==> config.mk <==
export PLATFORM = sky130hd
export DESIGN_NAME = jtpopeye_dma
export DESIGN_NICKNAME = d
export VERILOG_FILES = /design/src/rtl/jtpopeye_dma_pkg.sv /design/src/rtl/jtpopeye_dma_pipe.sv /design/src/rtl/jtpopeye_dma.sv
export SDC_FILE = /design/constraint.sdc
export NUM_CORES = 1
export LEC_CHECK = 0
export ABC_AREA = 1
export ABC_CLOCK_PERIOD_IN_PS = 3560
export CORE_MARGIN = 4
export CORE_UTILIZATION = 50
export CTS_CLUSTER_SIZE = 40
export DETAILED_ROUTE_END_ITERATION = 10
export PLACE_DENSITY = 0.83
export SLEW_MARGIN = 30
export SYNTH_ARGS = -nofsm -noshare
export SYNTH_HDL_FRONTEND = slang
export SYNTH_SLANG_ARGS = --single-unit
export TNS_END_PERCENT = 10
==> constraint.sdc <==
create_clock -name clk -period 3.56 [get_ports clk]
set_input_delay 0.712 -clock clk [delete_from_list [all_inputs] [get_ports clk]]
set_output_delay 0.712 -clock clk [all_outputs]
set_load 0.01 [all_outputs]
==> src/rtl/jtpopeye_dma_pkg.sv <==
// Shared types and constants for the Popeye object DMA initiator.
package jtpopeye_dma_pkg;

    localparam int unsigned PipeDepth = 2;
    localparam int unsigned AddrWidth = 10;

    typedef enum logic [2:0] {
        StIdle,
        StReq,
        StXfer,
        StDrain,
        StRel
    } state_e;

endpackage

==> src/rtl/jtpopeye_dma_pipe.sv <==
// Two-stage address/valid delay line: RAM samples the address one tick after it is presented,
// and the returned byte is written to the object buffer one tick after that.
module jtpopeye_dma_pipe
    import jtpopeye_dma_pkg::*;
(
    input  logic                 clk,
    input  logic                 rst_n,
    input  logic                 cen_i,
    input  logic                 valid_i,
    input  logic [AddrWidth-1:0] addr_i,
    input  logic [7:0]           data_i,
    output logic [AddrWidth-1:0] obj_addr_o,
    output logic [7:0]           obj_data_o,
    output logic                 obj_we_o
);

    logic                 s1_valid_q, s1_valid_d;
    logic [AddrWidth-1:0] s1_addr_q, s1_addr_d;
    logic [AddrWidth-1:0] obj_addr_q, obj_addr_d;
    logic [7:0]           obj_data_q, obj_data_d;
    logic                 obj_we_q, obj_we_d;

    always_comb begin
        s1_valid_d = s1_valid_q;
        s1_addr_d  = s1_addr_q;
        obj_addr_d = obj_addr_q;
        obj_data_d = obj_data_q;
        // The strobe is rebuilt every clk so it stays one clk wide at any cen duty cycle.
        obj_we_d   = 1'b0;
        if (cen_i) begin
            s1_valid_d = valid_i;
            s1_addr_d  = addr_i;
            if (s1_valid_q) begin
                obj_addr_d = s1_addr_q;
                obj_data_d = data_i;
                obj_we_d   = 1'b1;
            end
        end
    end

    always_ff @(posedge clk or negedge rst_n) begin
        if (!rst_n) begin
            s1_valid_q <= 1'b0;
            s1_addr_q  <= '0;
            obj_addr_q <= '0;
            obj_data_q <= '0;
            obj_we_q   <= 1'b0;
        end else begin
            s1_valid_q <= s1_valid_d;
            s1_addr_q  <= s1_addr_d;
            obj_addr_q <= obj_addr_d;
            obj_data_q <= obj_data_d;
            obj_we_q   <= obj_we_d;
        end
    end

    assign obj_addr_o = obj_addr_q;
    assign obj_data_o = obj_data_q;
    assign obj_we_o   = obj_we_q;

endmodule

==> src/rtl/jtpopeye_dma.sv <==
// Object DMA initiator: on each VB rising edge, request the Z80 bus and copy XFER_LEN bytes of
// the upper main RAM into the object buffer. Optional REQ abort: JTPOPEYE_DMA_TIMEOUT_EN.
module jtpopeye_dma
    import jtpopeye_dma_pkg::*;
#(
    parameter int unsigned XFER_LEN = 1024,
    parameter int unsigned TIMEOUT  = 4096
) (
    input  logic                 rst_n,
    input  logic                 clk,
    input  logic                 cpu_cen,
    input  logic                 VB,
    output logic                 busrq_n,
    input  logic                 busak_n,
    output logic                 dma_cs,
    output logic [AddrWidth-1:0] AD_DMA,
    input  logic [7:0]           DD_DMA,
    output logic [AddrWidth-1:0] obj_addr,
    output logic [7:0]           obj_data,
    output logic                 obj_we,
    output logic                 busy,
    output logic                 timeout
);

    localparam logic [AddrWidth-1:0] LastAddr  = AddrWidth'(XFER_LEN - 1);
    localparam logic [1:0]           DrainLast = 2'(PipeDepth - 1);

    state_e               state_q, state_d;
    logic                 vb_q, vb_d;
    logic                 busrq_q, busrq_d;
    logic                 dma_cs_q, dma_cs_d;
    logic [AddrWidth-1:0] addr_q, addr_d;
    logic [1:0]           drain_q, drain_d;

`ifdef JTPOPEYE_DMA_TIMEOUT_EN
    localparam int unsigned CntW = $clog2(TIMEOUT + 1);
    logic [CntW-1:0] cnt_q, cnt_d;
    logic            timeout_q, timeout_d;
`else
    logic unused_timeout_cfg;
    assign unused_timeout_cfg = ^TIMEOUT;
`endif

    always_comb begin
        state_d  = state_q;
        vb_d     = vb_q;
        busrq_d  = busrq_q;
        dma_cs_d = dma_cs_q;
        addr_d   = addr_q;
        drain_d  = drain_q;
`ifdef JTPOPEYE_DMA_TIMEOUT_EN
        cnt_d     = cnt_q;
        timeout_d = timeout_q;
`endif
        if (cpu_cen) begin
            vb_d = VB;
            unique case (state_q)
                StIdle: begin
                    if (VB && !vb_q) begin
                        state_d = StReq;
                        busrq_d = 1'b0;
`ifdef JTPOPEYE_DMA_TIMEOUT_EN
                        cnt_d   = '0;
`endif
                    end
                end
                StReq: begin
                    if (!busak_n) begin
                        state_d  = StXfer;
                        dma_cs_d = 1'b1;
                        addr_d   = '0;
`ifdef JTPOPEYE_DMA_TIMEOUT_EN
                        timeout_d = 1'b0;
                    end else if (cnt_q == CntW'(TIMEOUT - 1)) begin
                        state_d   = StIdle;
                        busrq_d   = 1'b1;
                        timeout_d = 1'b1;
                    end else begin
                        cnt_d = cnt_q + 1'b1;
`endif
                    end
                end
                StXfer: begin
                    if (addr_q == LastAddr) begin
                        state_d = StDrain;
                        drain_d = '0;
                    end else begin
                        addr_d = addr_q + 1'b1;
                    end
                end
                StDrain: begin
                    // Bus stays ours until the last in-flight byte has been captured.
                    if (drain_q == DrainLast) begin
                        state_d  = StRel;
                        dma_cs_d = 1'b0;
                        busrq_d  = 1'b1;
                    end else begin
                        drain_d = drain_q + 1'b1;
                    end
                end
                StRel: begin
                    if (busak_n) state_d = StIdle;
                end
                default: state_d = StIdle;
            endcase
        end
    end

    always_ff @(posedge clk or negedge rst_n) begin
        if (!rst_n) begin
            state_q  <= StIdle;
            vb_q     <= 1'b0;
            busrq_q  <= 1'b1;
            dma_cs_q <= 1'b0;
            addr_q   <= '0;
            drain_q  <= '0;
        end else begin
            state_q  <= state_d;
            vb_q     <= vb_d;
            busrq_q  <= busrq_d;
            dma_cs_q <= dma_cs_d;
            addr_q   <= addr_d;
            drain_q  <= drain_d;
        end
    end

`ifdef JTPOPEYE_DMA_TIMEOUT_EN
    always_ff @(posedge clk or negedge rst_n) begin
        if (!rst_n) begin
            cnt_q     <= '0;
            timeout_q <= 1'b0;
        end else begin
            cnt_q     <= cnt_d;
            timeout_q <= timeout_d;
        end
    end
    assign timeout = timeout_q;
`else
    assign timeout = 1'b0;
`endif

    jtpopeye_dma_pipe u_pipe (
        .clk        (clk),
        .rst_n      (rst_n),
        .cen_i      (cpu_cen),
        .valid_i    (state_q == StXfer),
        .addr_i     (addr_q),
        .data_i     (DD_DMA),
        .obj_addr_o (obj_addr),
        .obj_data_o (obj_data),
        .obj_we_o   (obj_we)
    );

    assign busrq_n = busrq_q;
    assign dma_cs  = dma_cs_q;
    assign AD_DMA  = addr_q;
    assign busy    = (state_q != StIdle);

endmodule

Word level (Yosys, flattened, before mapping) --
Index checks and enable logic that the tools add are counted.
Operators by class: add/subtract/negate cells 2, equal/unequal tests 13, multiplexer cells 20, reductions and logical operators 14
Operator list (count):
- $mux W10 | 2
- $pmux W10 S2 | 1
- $reduce_and A4 Y1 | 4
- $mux W3 | 5
- $pmux W3 S5 | 1
- $ne A2 B2 Y1 const B | 7
- $add A10 B1 Y10 const B | 1
- $eq A10 B10 Y1 const B | 1
- $reduce_bool A2 Y1 | 4
- $eq A3 B2 Y1 const B | 2
- $mux W1 | 6
- $reduce_and A6 Y1 | 1
- $mux W2 | 2
- $pmux W1 S2 | 2
- $pmux W2 S2 | 1
- $eq A3 B1 Y1 const B | 1
- $eq A3 B3 Y1 const B | 1
- $logic_not A3 Y1 | 1
- $reduce_bool A3 Y1 | 1
- $add A2 B1 Y2 const B | 1
- $eq A2 B1 Y1 const B | 1
- $reduce_and A2 Y1 | 1
- $logic_and A1 B1 Y1 | 1
- $logic_not A1 Y1 | 1
Word-level totals: register bits after elaboration 48, output and inout port bits 33, word-level logic and storage cells 60

Longest topological paths before layout --
depth in word-level cells 4, gate-level depth with buffers 10, mapped depth without buffers 9

Modules after synthesis --
From an unflattened synthesis, not the netlist that was laid out.
Unflattened totals: cells, all modules 287, area total of the unflattened synthesis 2409.8 um^2
By module, submodules not included:
- jtpopeye_dma_pipe | instances 1, cells an instance 127, area an instance 1214.9 um^2, sequential area each 750.7 um^2
- jtpopeye_dma | instances 1, cells an instance 160, area an instance 1194.9 um^2, sequential area each 451.7 um^2

Least setup slack after synthesis --
OpenSTA, ideal clock, no wires.
path kind input to register, start point input cpu_cen, end point register u_pipe.obj_addr_q[8] (netlist: u_pipe.obj_addr_o[8]), data arrival time 1455 ps, path slack 1972 ps, cell stages on the path 5, cell sequence buf_2 > nand2_1 > buf_2 > buf_1 > o21ai_0
On the way: cells in the longest elaborated chain, start to end 1
RTL lines:
- start, declared | line jtpopeye_dma.sv:11 | input logic cpu_cen,
- $reduce_and A2 Y1 (no source line)
- end signal, assigned | line jtpopeye_dma_pipe.sv:51 | obj_addr_q <= obj_addr_d;
- end, declared | line jtpopeye_dma_pipe.sv:19 | logic [AddrWidth-1:0] obj_addr_q, obj_addr_d;
No other way between the ends. A chain may end at the register's enable or synchronous reset.

Worst setup path in the final report --
start point register state_q[2], end point output busy
On the way: cells in the longest elaborated chain, start to end 1
RTL lines:
- start, declared | line jtpopeye_dma.sv:28 | state_e state_q, state_d;
- start signal, assigned | line jtpopeye_dma.sv:111 | state_q <= StIdle;
- start signal, assigned | line jtpopeye_dma.sv:118 | state_q <= state_d;
- $reduce_bool A3 Y1 | line jtpopeye_dma.sv:157 | assign busy = (state_q != StIdle);
- end, declared | line jtpopeye_dma.sv:21 | output logic busy,
No other way between the ends.

==> out/results.tsv <==
stage	metric	value	unit
critical_path	arrival	1590	ps
drt	drtAntennaViolNets	0	
clock_tree	cts.sinks	48	
pwr	clkPwrFrac	19.5	%
logic_synthesis	yosysUniqueCellTypes	29	
pwr	internal_power	1100	uW
pwr	p_sw	578	uW
clock_tree	tritoncts	built	
clock_tree	clockBufferDepth	2	
logic_synthesis	synth_seq_area_share	54.3	%
place	port-buffer-count	44	
drt	wl_met3	221	um
flow_run	drv_cap	0	
clock_tree	cts-root-buf	clkbuf_8	
drt	wl_per_cell	12.5	um
pwr	power_density	609	nW/um2
logic_synthesis	syn_nets	284	
logic_synthesis	ys_ff_latch	48	
critical_path	setup.worst_path.class	flip-flop to output port	
drt	route.met2.wl	2120	um
grt	grt_max_degree	49	
sta	rsz0062_at_grt	no	
pwr	total_power	1680	uW
drt	routed_wl	4500	um
grt	grt_usage	18.3	%
logic_synthesis	ys_warn_count	0	
critical_path	cp_max_fo	5	
pwr	swShare	34.5	%
drt	dr.max_layer_used	met4	
finish	finish.net_count	325	
logic_synthesis	syn_avg_cell_area	8.24	um2
drt	via_per_inst	5.13	
place	dp.cells	353	
critical_path	cp_slowest_cell	clkdlybuf4s50_1	
critical_path	path_common_cell	inv_1	
critical_path	rr_startpoint	AD_DMA[0]$_DFFE_PN0P_	
pwr	peakVddDrop	0.281	mV
finish	instances_no_fill	361	
finish	drive_gt1_share	8.36	%
drt	num_vias	1851	
drt	met1_length	2050	um
clock_tree	cts-buffers-inserted	5	
critical_path	cp-startpoint	state_q[2]$_DFFE_PN0P_	
die	die_area	5560	um2
logic_synthesis	synthCells	269	
sta	min_period_over_period	64.6	%
sta	fmax	434	MHz
finish	multi_input_comb_area	836	um2
critical_path	critPathCaptureType	output port	
sta	drv_slew	0	
min_path	hold_class	primary input to async pin	
finish	fillers	352	
critical_path	r2r_cells	9	
finish	insertedDiodeCount	0	
outcome	status	complete, no violations	
die	die_h	74.6	um
finish	final_common_cell	nand2_1	
place	hpwl	3190	um
sta	period_minus_slack	2300	ps
clock_tree	postCtsHoldBufs	0	
place	place.gp.congestion	0.890	
drt	dr.pass1.iters	4	
sta	hold_violations	0	
sta	relSlewSlack	60.9	%
critical_path	worstSetupStartpointType	flip-flop	
sta	clock_skew	4.60	ps
place	place_area	2660	um2
clock_tree	postCtsResizedCells	0	
sta	final-setup-viol-count	0	
critical_path	cpPeakStageDelay	480	ps
grt	overflow	0	
critical_path	rr_endpoint	AD_DMA[9]$_DFFE_PN0P_	
clock_tree	post_cts_buffers	0	
pwr	power_frac_seq	44.9	%
critical_path	path_cells	nor2_4 > inv_1 > nor2_1 > inv_1 > clkdlybuf4s50_1	
finish	fin_area	2750	um2
die	row_count	23	
die	ios	46	
critical_path	cp.required	2850	ps
pwr	combPwrFrac	35.6	%
finish	area.sequential	1200	um2
clock_tree	clkLatencyLatePin	300	ps
die	start_util	53.5	%
critical_path	timing.reg2reg.setup_slack	1780	ps
grt	antenna_found_initial	0	
grt	grt_pass1_wl	7760	um
clock_tree	path_clk_slew	80	ps
pwr	p_leak	0.00124	uW
drt	drc_errors	0	
drt	drtIter0Drc	120	
logic_synthesis	synth.cell_area	2220	um2
die	core	4140	um2
sta	setup_tns	0	ps
sta	tightest_slew	586	ps
clock_tree	cts_max_level	2	
die	die_x	74.6	um
grt	grt_pass1_vias	1773	
finish	syn2layout_area_growth	24.1	%
finish	final_cell_mix	nand2_1, dfrtp_1, clkdlybuf4s50_1	
-- worst max path at each step --
stage                                        to  slack (ps)  depth (start not counted)
2_1_floorplan  u_pipe.obj_addr_o[8]$_DFFE_PN0P_        1970                          5
3_3_place_gp   u_pipe.obj_data_o[3]$_DFFE_PN0P_        1380                          7
3_5_place_dp   u_pipe.obj_data_o[2]$_DFFE_PN0P_        1340                          7
4_1_cts                                    busy        1240                          5
5_1_grt                                    busy        1150                          5
6_report                                   busy        1260                          5
-- cell families (layout without fill, tap and decap cells) --
kind of cell / count (synthesis) / in the layout / synth area share (%)
xor gates and xnor gates: 1 / 1 / 0.395
and+or+nand+nor: 139 / 139 / 27.2
AOI/OAI and AO/OA: 38 / 38 / 8.81
adders and majority gates: 2 / 2 / 1.13
other: 1 / 1 / 0.169
DFF: 48 / 48 / 54.3
buffers and inverters: 40 / 82 / 8.02
-- synthesized netlist by cell type (all sizes together) --
cell    number  share of area (%)
nand4        5                1.4
ha           2                1.1
xor2         1               0.40
nand3       18                4.1
or2          5                1.4
inv         27                4.6
a21oi        1               0.23
o21bai       1               0.34
nand3b       1               0.34
o31ai        1               0.34
and2         1               0.40
dfstp        1                1.2
dfrtp       47                 53
clkbuf       3               0.51
clkinv       1               0.17
nand2       97                 17
conb         1               0.17
buf          9                2.8
nor2        12                2.8
o21ai       35                7.9
-- sequential cells by signal, summed over array words and instances, names as in the netlist --
name,flops
u_pipe.s1_addr_q,10
u_pipe.obj_we_o,1
u_pipe.obj_addr_o,10
dma_cs,1
drain_q,2
u_pipe.obj_data_o,8
busrq_n,1
u_pipe.s1_valid_q,1
vb_q,1
AD_DMA,10
state_q,3
-- through the flow --
stage                     hold slack (ps)  utilization, %  setup WS, ps
after floorplan                       416               -          1970
after global placement                458            64.1          1380
after detailed placement              461            64.2          1340
after CTS                             426            66.3          1240
after global routing                  458            66.3          1150
final                                 410            66.3          1260
-- worst max-delay path: cells and delay by family, from the launching register on --
family                 cells  cell delay [ps]
AND/OR/NAND/NOR            2              250
buffers and inverters      3              590
flip-flops                 1              450
-- final cells by class --
cell class | instances | share of cell area (%)
Timing Repair Buffer | 46 | 16.5
Multi-Input combinational cell | 181 | 30.4
Clock buffer | 8 | 3.28
Sequential cell | 48 | 43.7
Inverter | 28 | 3.82
Tap cell | 50 | 2.28
-- routing by layer --
layer | vias up | GRT usage (%)
met3 | 7 | 3.51
met2 | 49 | 28.8
met1 | 866 | 24.0
li1 | 929 | -
met4 | 0 | 9.68
met5 | - | 0
-- power groups by stage --
stage / logic, uW / registers [uW] / clock network, uW
4_1_cts: 602 / 752 / 338
5_1_grt: 665 / 767 / 357
3_3_place_gp: 581 / 758 / 0
6_report: 596 / 752 / 327
3_5_place_dp: 600 / 762 / 0
2_1_floorplan: 331 / 780 / 0
Note: power is estimated with default switching activity, not from simulation.
